<file path="src/rtl/uart_pkg.sv">
// Shared types and constants for the UART transmit path.
// Used by the transmit arbiter and its round-robin picker.
package uart_pkg;

    localparam int ARB_CNT_W = 8;

    typedef logic [7:0] byte_t;

    typedef enum logic [0:0] {
        ARB_IDLE  = 1'b0,
        ARB_BURST = 1'b1
    } arb_state_t;

endpackage

</file>
<file path="src/rtl/rr_pick.sv">
// Combinational round-robin search: picks the first set request bit
// strictly after i_ptr, wrapping modulo NUM_REQ.
module rr_pick
    import uart_pkg::*;
#(
    parameter int  NUM_REQ = 4,
    localparam int PTR_W   = $clog2(NUM_REQ)
) (
    input  logic [NUM_REQ-1:0] i_req,
    input  logic [PTR_W-1:0]   i_ptr,
    output logic [NUM_REQ-1:0] o_pick,
    output logic               o_valid
);

    logic [PTR_W:0]   w_sum;
    logic [PTR_W-1:0] w_idx;

    // Offsets 1..NUM_REQ so the previous owner is examined last.
    always_comb begin
        o_pick  = '0;
        o_valid = 1'b0;
        w_sum   = '0;
        w_idx   = '0;
        for (int i = 1; i <= NUM_REQ; i++) begin
            w_sum = {1'b0, i_ptr} + (PTR_W+1)'(i);
            if (w_sum >= (PTR_W+1)'(NUM_REQ)) begin
                w_sum = w_sum - (PTR_W+1)'(NUM_REQ);
            end
            w_idx = w_sum[PTR_W-1:0];
            if (!o_valid && i_req[w_idx]) begin
                o_pick[w_idx] = 1'b1;
                o_valid       = 1'b1;
            end
        end
    end

endmodule

</file>
<file path="src/rtl/uart_tx_arbiter.sv">
// Shares the UART transmit FIFO write port between NUM_REQ byte producers,
// granting whole message bursts in round-robin order.
module uart_tx_arbiter
    import uart_pkg::*;
#(
    parameter int NUM_REQ      = 4,
    parameter int MAX_BURST    = 16,
    parameter int IDLE_TIMEOUT = 8
) (
    input  logic                 clk_i,
    input  logic                 reset_i,
    input  logic [NUM_REQ-1:0]   req_valid,
    input  byte_t [NUM_REQ-1:0]  req_data,
    input  logic [NUM_REQ-1:0]   req_last,
    output logic [NUM_REQ-1:0]   req_ready,
    input  logic                 fifo_full,
    output byte_t                fifo_data_o,
    output logic                 fifo_we_o,
    output logic [NUM_REQ-1:0]   grant_o,
    output logic                 busy_o,
    output arb_state_t           o_dbg_state
);

    localparam int PTR_W = $clog2(NUM_REQ);
    localparam logic [ARB_CNT_W-1:0] MAX_CNT  = ARB_CNT_W'(MAX_BURST);
    localparam logic [ARB_CNT_W-1:0] IDLE_CNT = ARB_CNT_W'(IDLE_TIMEOUT);
    localparam logic [ARB_CNT_W-1:0] CNT_ONE  = ARB_CNT_W'(1);

    arb_state_t             r_state, w_state_nxt;
    logic [NUM_REQ-1:0]     r_grant, w_grant_nxt;
    logic [PTR_W-1:0]       r_gidx, w_gidx_nxt;
    logic [PTR_W-1:0]       r_rr_ptr, w_rr_ptr_nxt;
    logic [ARB_CNT_W-1:0]   r_burst_cnt, w_burst_cnt_nxt;
    logic [ARB_CNT_W-1:0]   r_idle_cnt, w_idle_cnt_nxt;

    logic [NUM_REQ-1:0]     w_pick;
    logic                   w_pick_valid;
    logic [PTR_W-1:0]       w_pick_idx;
    logic                   w_busy, w_g_valid, w_g_last, w_xfer;
    logic                   w_cap_hit, w_timeout, w_release;

    rr_pick #(.NUM_REQ(NUM_REQ)) u_rr_pick (
        .i_req   (req_valid),
        .i_ptr   (r_rr_ptr),
        .o_pick  (w_pick),
        .o_valid (w_pick_valid)
    );

    always_comb begin
        w_pick_idx = '0;
        for (int i = 0; i < NUM_REQ; i++) begin
            if (w_pick[i]) begin
                w_pick_idx = PTR_W'(i);
            end
        end
    end

    assign w_busy    = (r_state == ARB_BURST);
    assign w_g_valid = req_valid[r_gidx];
    assign w_g_last  = req_last[r_gidx];
    assign w_xfer    = w_busy && w_g_valid && !fifo_full;
    // Release fires in the cycle whose count would reach the limit, so the
    // grant drops on the following edge.
    assign w_cap_hit = ((r_burst_cnt + CNT_ONE) == MAX_CNT);
    assign w_timeout = !w_g_valid && ((r_idle_cnt + CNT_ONE) == IDLE_CNT);
    assign w_release = w_busy && ((w_xfer && (w_g_last || w_cap_hit)) || w_timeout);

    assign req_ready   = (w_busy && !fifo_full) ? r_grant : '0;
    assign fifo_we_o   = w_xfer;
    assign fifo_data_o = w_xfer ? req_data[r_gidx] : '0;
    assign grant_o     = r_grant;
    assign busy_o      = w_busy;
    assign o_dbg_state = r_state;

    always_comb begin
        w_state_nxt     = r_state;
        w_grant_nxt     = r_grant;
        w_gidx_nxt      = r_gidx;
        w_rr_ptr_nxt    = r_rr_ptr;
        w_burst_cnt_nxt = r_burst_cnt;
        w_idle_cnt_nxt  = r_idle_cnt;
        unique case (r_state)
            ARB_IDLE: begin
                if (w_pick_valid) begin
                    w_state_nxt     = ARB_BURST;
                    w_grant_nxt     = w_pick;
                    w_gidx_nxt      = w_pick_idx;
                    w_burst_cnt_nxt = '0;
                    w_idle_cnt_nxt  = '0;
                end
            end
            ARB_BURST: begin
                if (w_xfer) begin
                    w_burst_cnt_nxt = r_burst_cnt + CNT_ONE;
                    w_idle_cnt_nxt  = '0;
                end else if (!w_g_valid && (r_idle_cnt != '1)) begin
                    w_idle_cnt_nxt  = r_idle_cnt + CNT_ONE;
                end
                if (w_release) begin
                    w_state_nxt     = ARB_IDLE;
                    w_grant_nxt     = '0;
                    w_rr_ptr_nxt    = r_gidx;
                    w_burst_cnt_nxt = '0;
                    w_idle_cnt_nxt  = '0;
                end
            end
        endcase
    end

    always_ff @(posedge clk_i) begin
        if (reset_i) begin
            r_state     <= ARB_IDLE;
            r_grant     <= '0;
            r_gidx      <= '0;
            r_rr_ptr    <= PTR_W'(NUM_REQ - 1);
            r_burst_cnt <= '0;
            r_idle_cnt  <= '0;
        end else begin
            r_state     <= w_state_nxt;
            r_grant     <= w_grant_nxt;
            r_gidx      <= w_gidx_nxt;
            r_rr_ptr    <= w_rr_ptr_nxt;
            r_burst_cnt <= w_burst_cnt_nxt;
            r_idle_cnt  <= w_idle_cnt_nxt;
        end
    end

endmodule

</file>
<file path="config.mk">
export PLATFORM = sky130hd
export DESIGN_NAME = uart_tx_arbiter
export DESIGN_NICKNAME = d
export VERILOG_FILES = /design/src/rtl/uart_pkg.sv /design/src/rtl/rr_pick.sv /design/src/rtl/uart_tx_arbiter.sv
export SDC_FILE = /design/constraint.sdc
export NUM_CORES = 1
export LEC_CHECK = 0
export CORE_AREA = 2 2 69 71
export CTS_BUF_LIST = sky130_fd_sc_hd__clkbuf_16
export DETAILED_ROUTE_END_ITERATION = 12
export DIE_AREA = 0 0 71 73
export DONT_BUFFER_PORTS = 1
export GPL_ROUTABILITY_DRIVEN = 0
export SYNTH_ARGS = -nofsm -noshare
export SYNTH_HDL_FRONTEND = slang
export SYNTH_SLANG_ARGS = --single-unit
</file>
<file path="constraint.sdc">
create_clock -name clk_i -period 3.1 [get_ports clk_i]
set_clock_uncertainty 0.05 [all_clocks]
set_input_delay 0.465 -clock clk_i [delete_from_list [all_inputs] [get_ports clk_i]]
set_output_delay 0.465 -clock clk_i [all_outputs]
set_load 0.03 [all_outputs]
</file>
==> results.cfg, run 1 <==
[outcome]
status = completed

[yosys]
synth_cell_types = 64
ys_top_cells_by_area = dfxtp_1 24%, mux4_2 11%, ha_1 5.3%, and3_1 4.4%, nand2_1 3.4%
synth_async_sr_flop_share_pct = 0
muxShareOfSynthArea_pct = 15.7
yosys.area.top_type_share_pct = 23.6
yosysWarnings = 0
synthAdderAreaFrac_pct = 5.30
synth-simple-area-share_pct = 27.4
synth_area_leader_cell = dfxtp_1
ys.flop_type = dfxtp_1
syn_area_um2 = 2120
avgSynthCellArea_um2 = 9.08
synth_nets = 286
synth_compound_area_share_pct = 21.1
ys_seq_area_share_pct = 23.6
synth_edf_count = 0
synthCells = 234
synth_top_family_by_area = simple AND/OR/NAND/NOR gates
synth_seq_cells = 25
synth_xor_area_share_pct = 1.24

[timing]
layout_min_cycle_time_ps = 2590
fin_crit_sh_pct = 83.5
final.setup.tns_ps = 0
hold_slack_ps = 227
maxSlewViolCount = 0
hold_viol_final = 0
max_slew_margin_pct = 51.4
fmax_mhz = 386
worst_slack_ps = 510
rsz0062_at_grt = false
worstMarginPinSlew_ps = 728
setup_violations = 0

[die]
die_y_um = 73
ios = 62
start_util_pct = 46.8
rows = 25
die_area_um2 = 5180
die_w_um = 71
coreArea_um2 = 4540

[clock_tree]
cts_setup_buffers = 0
cts_tree = built
path_clk_slew_ps = 60
cts_buffer_depth = 2
cts_num_sinks = 25
h-tree-depth = 1
cts_resized = 0
ctsHoldBuffers = 0
insertion_delay_ps = 250
numCtsBuffers = 3
clock_tree.root_cell = clkbuf_16

[power_and_ir_drop]
netSwitchingPower_mw = 0.222
sw_frac_of_total_pct = 27.8
p_leak_nw = 0.863
p_int_mw = 0.576
comb_power_share_pct = 21.4
p_clk_share_pct = 35.3
power_frac_seq_pct = 43.4
p_per_area_nw_per_um2 = 359
ir_worst_vdd_uv = 300

[placed_design]
dp_cells = 281
dp_hpwl_mm = 3.81
numPortBuffers = 0
placed_cell_area_um2 = 2140
place_ws_ps = 533

[detailed_routing]
vias = 1813
post_drt_wl_per_cell_um = 17.0
drc = 0
viasPerCell = 6.36
drt_iter0_markers = 112
postRouteAntennaNets = 0
drt-total-wl_mm = 4.83
drt-pass1-iter-count = 4

[layout]
diodes = 0
fill_cells = 430
areaGrowthSynthToFinish_pct = 4.53
instances_no_fill = 285
drive_above_1_share_pct = 19.0
nets = 284
fin_area_um2 = 2220

[run]
maxCapViolCount = 0

[critical_path]
endpoint_kind = register
worstPathRequired_ps = 3200
crit_fanout = 9
arrival_ps = 2690
critPathLaunchType = register
critical_path_class = register to register

[global_routing]
antenna_found_initial = 0
grt_max_degree = 17
grt.busiest_layer = met2
grt_first_pass_wirelength_mm = 7.92
met1_usage_pct = 24.3
grt_remaining_overflow = 0
grt_pass1_vias = 1696
grtUsageMet3_pct = 4.56
grtUsageTotal_pct = 18.9
grt_use_met2_pct = 33.6

[worst_hold_path]
hp-class = input port to register
[Yosys cell counts, drive strengths merged, types with 5 or more instances]
cell    count
nand2      19
o211ai      5
buf         5
inv         9
ha          9
nor2       11
a211o       5
clkbuf      7
nand3       9
and2        6
nor3       10
o21ai       8
a21oi      12
and3       17
nand3b      7
or3         5
mux4       13
dfxtp      25
[cell usage in the layout, fill, tap and decap left out, drive strengths merged, types with 2 or more instances in the layout]
cell type,Yosys,routed
a211o,5,5
a21o,2,2
a21oi,12,12
a221o,3,3
a221oi,2,2
a22o,3,3
a31oi,3,3
and2,6,6
and3,17,17
and4,2,2
buf,5,5
clkbuf,7,3
dfxtp,25,25
ha,9,9
inv,9,10
mux2i,2,2
mux4,13,13
nand2,19,19
nand3,9,9
nand3b,7,7
nand4,2,2
nor2,11,11
nor3,10,10
nor3b,3,3
o211ai,5,5
o21ai,8,8
o22ai,2,2
o2bb2ai,2,2
or2,3,3
or2b,2,2
or3,5,5
or3b,2,2
xnor2,2,2
[state kept, by name, indices dropped and copies added (netlist names)]
signal       cells
r_burst_cnt      8
r_idle_cnt       8
grant_o          4
r_gidx           2
r_rr_ptr         2
busy_o           1
[area by class of cell]
class / count / area, um2 / share of cell area, %
Clock buffer: 3 / 75.1 / 3.38
Clock inverter: 1 / 3.75 / 0.169
Inverter: 9 / 33.8 / 1.52
Multi-Input combinational cell: 188 / 1500 / 67.7
Sequential cell: 25 / 500 / 22.5
Tap cell: 54 / 67.6 / 3.04
Timing Repair Buffer: 5 / 37.5 / 1.69
[logic make-up after synthesis]
group | Yosys count
mux | 16
xor+xnor | 3
compound gates | 58
flops | 25
buf+inv | 21
simple gates | 102
fa+ha+maj | 9
[worst max-delay path, cell delays in order (launching register included)]
cell	delay (ps)
dfxtp_1	460
ha_1	320
and4_1	280
a21boi_0	120
a2111o_1	490
o211ai_4	270
a21oi_4	130
a221o_1	350
[power by group through the flow]
stage,Clock [mW],Sequential (mW),Combinational (mW)
floorplan,0,0.354,0.148
global placement,0,0.354,0.170
detailed placement,0,0.354,0.172
CTS,0.289,0.347,0.172
global route,0.300,0.348,0.186
finish,0.281,0.346,0.170
[metal layers]
metal,wire (um),vias up
met3,129,2
met4,12,0
met5,0,-
li1,-,903
met1,2190,880
met2,2500,28
[path summary, 6_finish.rpt]
path / slack, ps / start / depth (start not counted) / endpoint
worst max register to register: 510 / r_idle_cnt[1] / 7 / r_burst_cnt[2]
worst min-delay path: 230 / reset_i / 1 / r_idle_cnt[2]
worst max-delay path: 510 / r_idle_cnt[1] / 7 / r_burst_cnt[2]
worst min register to register: 470 / r_burst_cnt[7] / 1 / r_burst_cnt[7]
[per-stage QoR]
step           utilization [%]  power [mW]
2_1_floorplan                -       0.501
6_report                  49.0       0.798
4_1_cts                   49.0       0.807
3_3_place_gp              47.2       0.524
5_1_grt                   49.0       0.834
3_5_place_dp              47.2       0.526
Note: power is estimated with default switching activity, not from simulation.
==> run 2: changes to the inputs <==
--- a/config.mk
+++ b/config.mk
@@ -11,6 +11,7 @@
 export DIE_AREA = 0 0 71 73
 export DONT_BUFFER_PORTS = 1
 export GPL_ROUTABILITY_DRIVEN = 0
+export PLACE_DENSITY = 0.65
 export SYNTH_ARGS = -nofsm -noshare
 export SYNTH_HDL_FRONTEND = slang
 export SYNTH_SLANG_ARGS = --single-unit
==> constraint.sdc (replaced) <==
create_clock -name clk_i -period 2.2 [get_ports clk_i]
set_clock_uncertainty 0.05 [all_clocks]
set_input_delay 0.33 -clock clk_i [delete_from_list [all_inputs] [get_ports clk_i]]
set_output_delay 0.33 -clock clk_i [all_outputs]
set_load 0.03 [all_outputs]
==> results.cfg, run 2 (same netlist as run 1, synthesis figures left out) <==
[die]
start_util_pct = 46.8
rows = 25
die_area_um2 = 5180
coreArea_um2 = 4540
die_y_um = 73
die_w_um = 71
ios = 62

[timing]
worst_slack_ps = -101
fin_crit_sh_pct = 105
layout_min_cycle_time_ps = 2300
hold_viol_final = 0
rsz0062_at_grt = true
fmax_mhz = 435
max_slew_margin_pct = 69.5
hold_slack_ps = 81.9
maxSlewViolCount = 0
setup_violations = 13
worstMarginPinSlew_ps = 458

[global_routing]
antenna_found_initial = 0
grt_max_degree = 18
grt_pass1_vias = 1867
grtUsageTotal_pct = 20.2
grt_first_pass_wirelength_mm = 8.48
grt_remaining_overflow = 0

[layout]
fill_cells = 387
diodes = 0
final_util_pct = 56.7
fin_area_um2 = 2570
layout_common_cells = 41 x buf_4, 21 x dfxtp_1, 19 x nand2_1
nets = 322
areaGrowthSynthToFinish_pct = 21.0
drive_above_1_share_pct = 35.3
final_common_cell = buf_4

[power_and_ir_drop]
p_per_area_nw_per_um2 = 469
p_leak_nw = 1.05
ir_worst_vdd_uv = 434

[critical_path]
crit_fanout = 5
critPathLaunchType = register
r2r_start = r_gidx[1]
reg2reg_to = r_burst_cnt[2]
arrival_ps = 2410
r2r_cells = 6
endpoint_kind = register
regToRegSetupSlack_ps = -100
critical_path_class = register to register
worstPathRequired_ps = 2300

[clock_tree]
cts_num_sinks = 25
clock_tree.root_cell = clkbuf_16
insertion_delay_ps = 260
numCtsBuffers = 3
h-tree-depth = 1
ctsHoldBuffers = 0
cts_tree = built
cts_buffer_depth = 2
path_clk_slew_ps = 70

[outcome]
violations = negative setup slack
status = complete, but fails checks

[detailed_routing]
vias = 1976
viasPerCell = 6.12
drt-total-wl_mm = 5.21
drt_iter0_markers = 77
post_drt_wl_per_cell_um = 16.1
drc = 0
drt-pass1-iter-count = 4
postRouteAntennaNets = 0

[placed_design]
numPortBuffers = 0
placed_cell_area_um2 = 2410
place_ws_ps = -107
dp_hpwl_mm = 3.95

[worst_hold_path]
whs_path_depth = 1
hp-class = input port to register
min_to = r_idle_cnt[1]
hold_path_startpoint = reset_i

[run]
maxCapViolCount = 0
[run 2: worst max-delay path by stage]
| stage | from | end | slack (ps) | cells after the start |
|---|---|---|---|---|
| 2_1_floorplan | req_valid[0] | r_burst_cnt[2] | -60 | 7 |
| 3_3_place_gp | r_gidx[1] | grant_o[3] | -70 | 6 |
| 3_5_place_dp | r_gidx[1] | grant_o[3] | -110 | 6 |
| 4_1_cts | r_gidx[1] | r_burst_cnt[2] | -90 | 6 |
| 5_1_grt | r_gidx[1] | r_burst_cnt[2] | -200 | 6 |
| 6_report | r_gidx[1] | r_burst_cnt[2] | -100 | 6 |
[run 2: layer usage]
layer / vias up / part of all wire [%] / track usage, %
met5: - / 0 / 0
met4: 0 / 1.3 / 6.29
met3: 5 / 4.0 / 2.62
met2: 54 / 50 / 37.1
met1: 941 / 44 / 24.5
li1: 976 / - / -
[run 2: layout make-up]
type                       count  area [um2]  area share [%]
clock buffer                   3        75.1            2.92
multi-input combinational    189        1570            60.9
sequential                    25         505            19.7
tap                           54        67.6            2.63
inverter                       9        33.8            1.31
clock inverter                 1        5.00           0.195
timing repair buffer          42         319            12.4
[run 2: where the power goes]
group / switching (mW) / total (mW) / internal, mW
combinational: 0.149 / 0.300 / 0.152
clock: 0.168 / 0.413 / 0.245
sequential: 0.0258 / 0.492 / 0.466
total: 0.343 / 1.21 / 0.863
[run 2: metrics by stage]
stage / instances / setup TNS [ps] / total power [mW]
finish: 323 / -782 / 1.21
global route: 323 / -2270 / 1.25
CTS: 321 / -551 / 1.20
detailed placement: 315 / -728 / 0.779
global placement: 315 / -281 / 0.777
floorplan: 234 / -283 / 0.708
[run 2: critical path: stages, from the launching register on]
cell and delay, ps:
dfxtp_2 340, mux4_2 520, nand3b_1 180, a2111o_1 350, o211ai_4 300, a21oi_4 120, a221o_1 340
[run 2: what timing repair did]
| item | 4_1_cts | 5_1_grt |
|---|---|---|
| resized for setup | 7 | 10 |
| endpoints found under the setup margin | 13 | 25 |
| pin swaps | 1 | 3 |
| cloned | 1 | 0 |
| setup buffers | 1 | 2 |
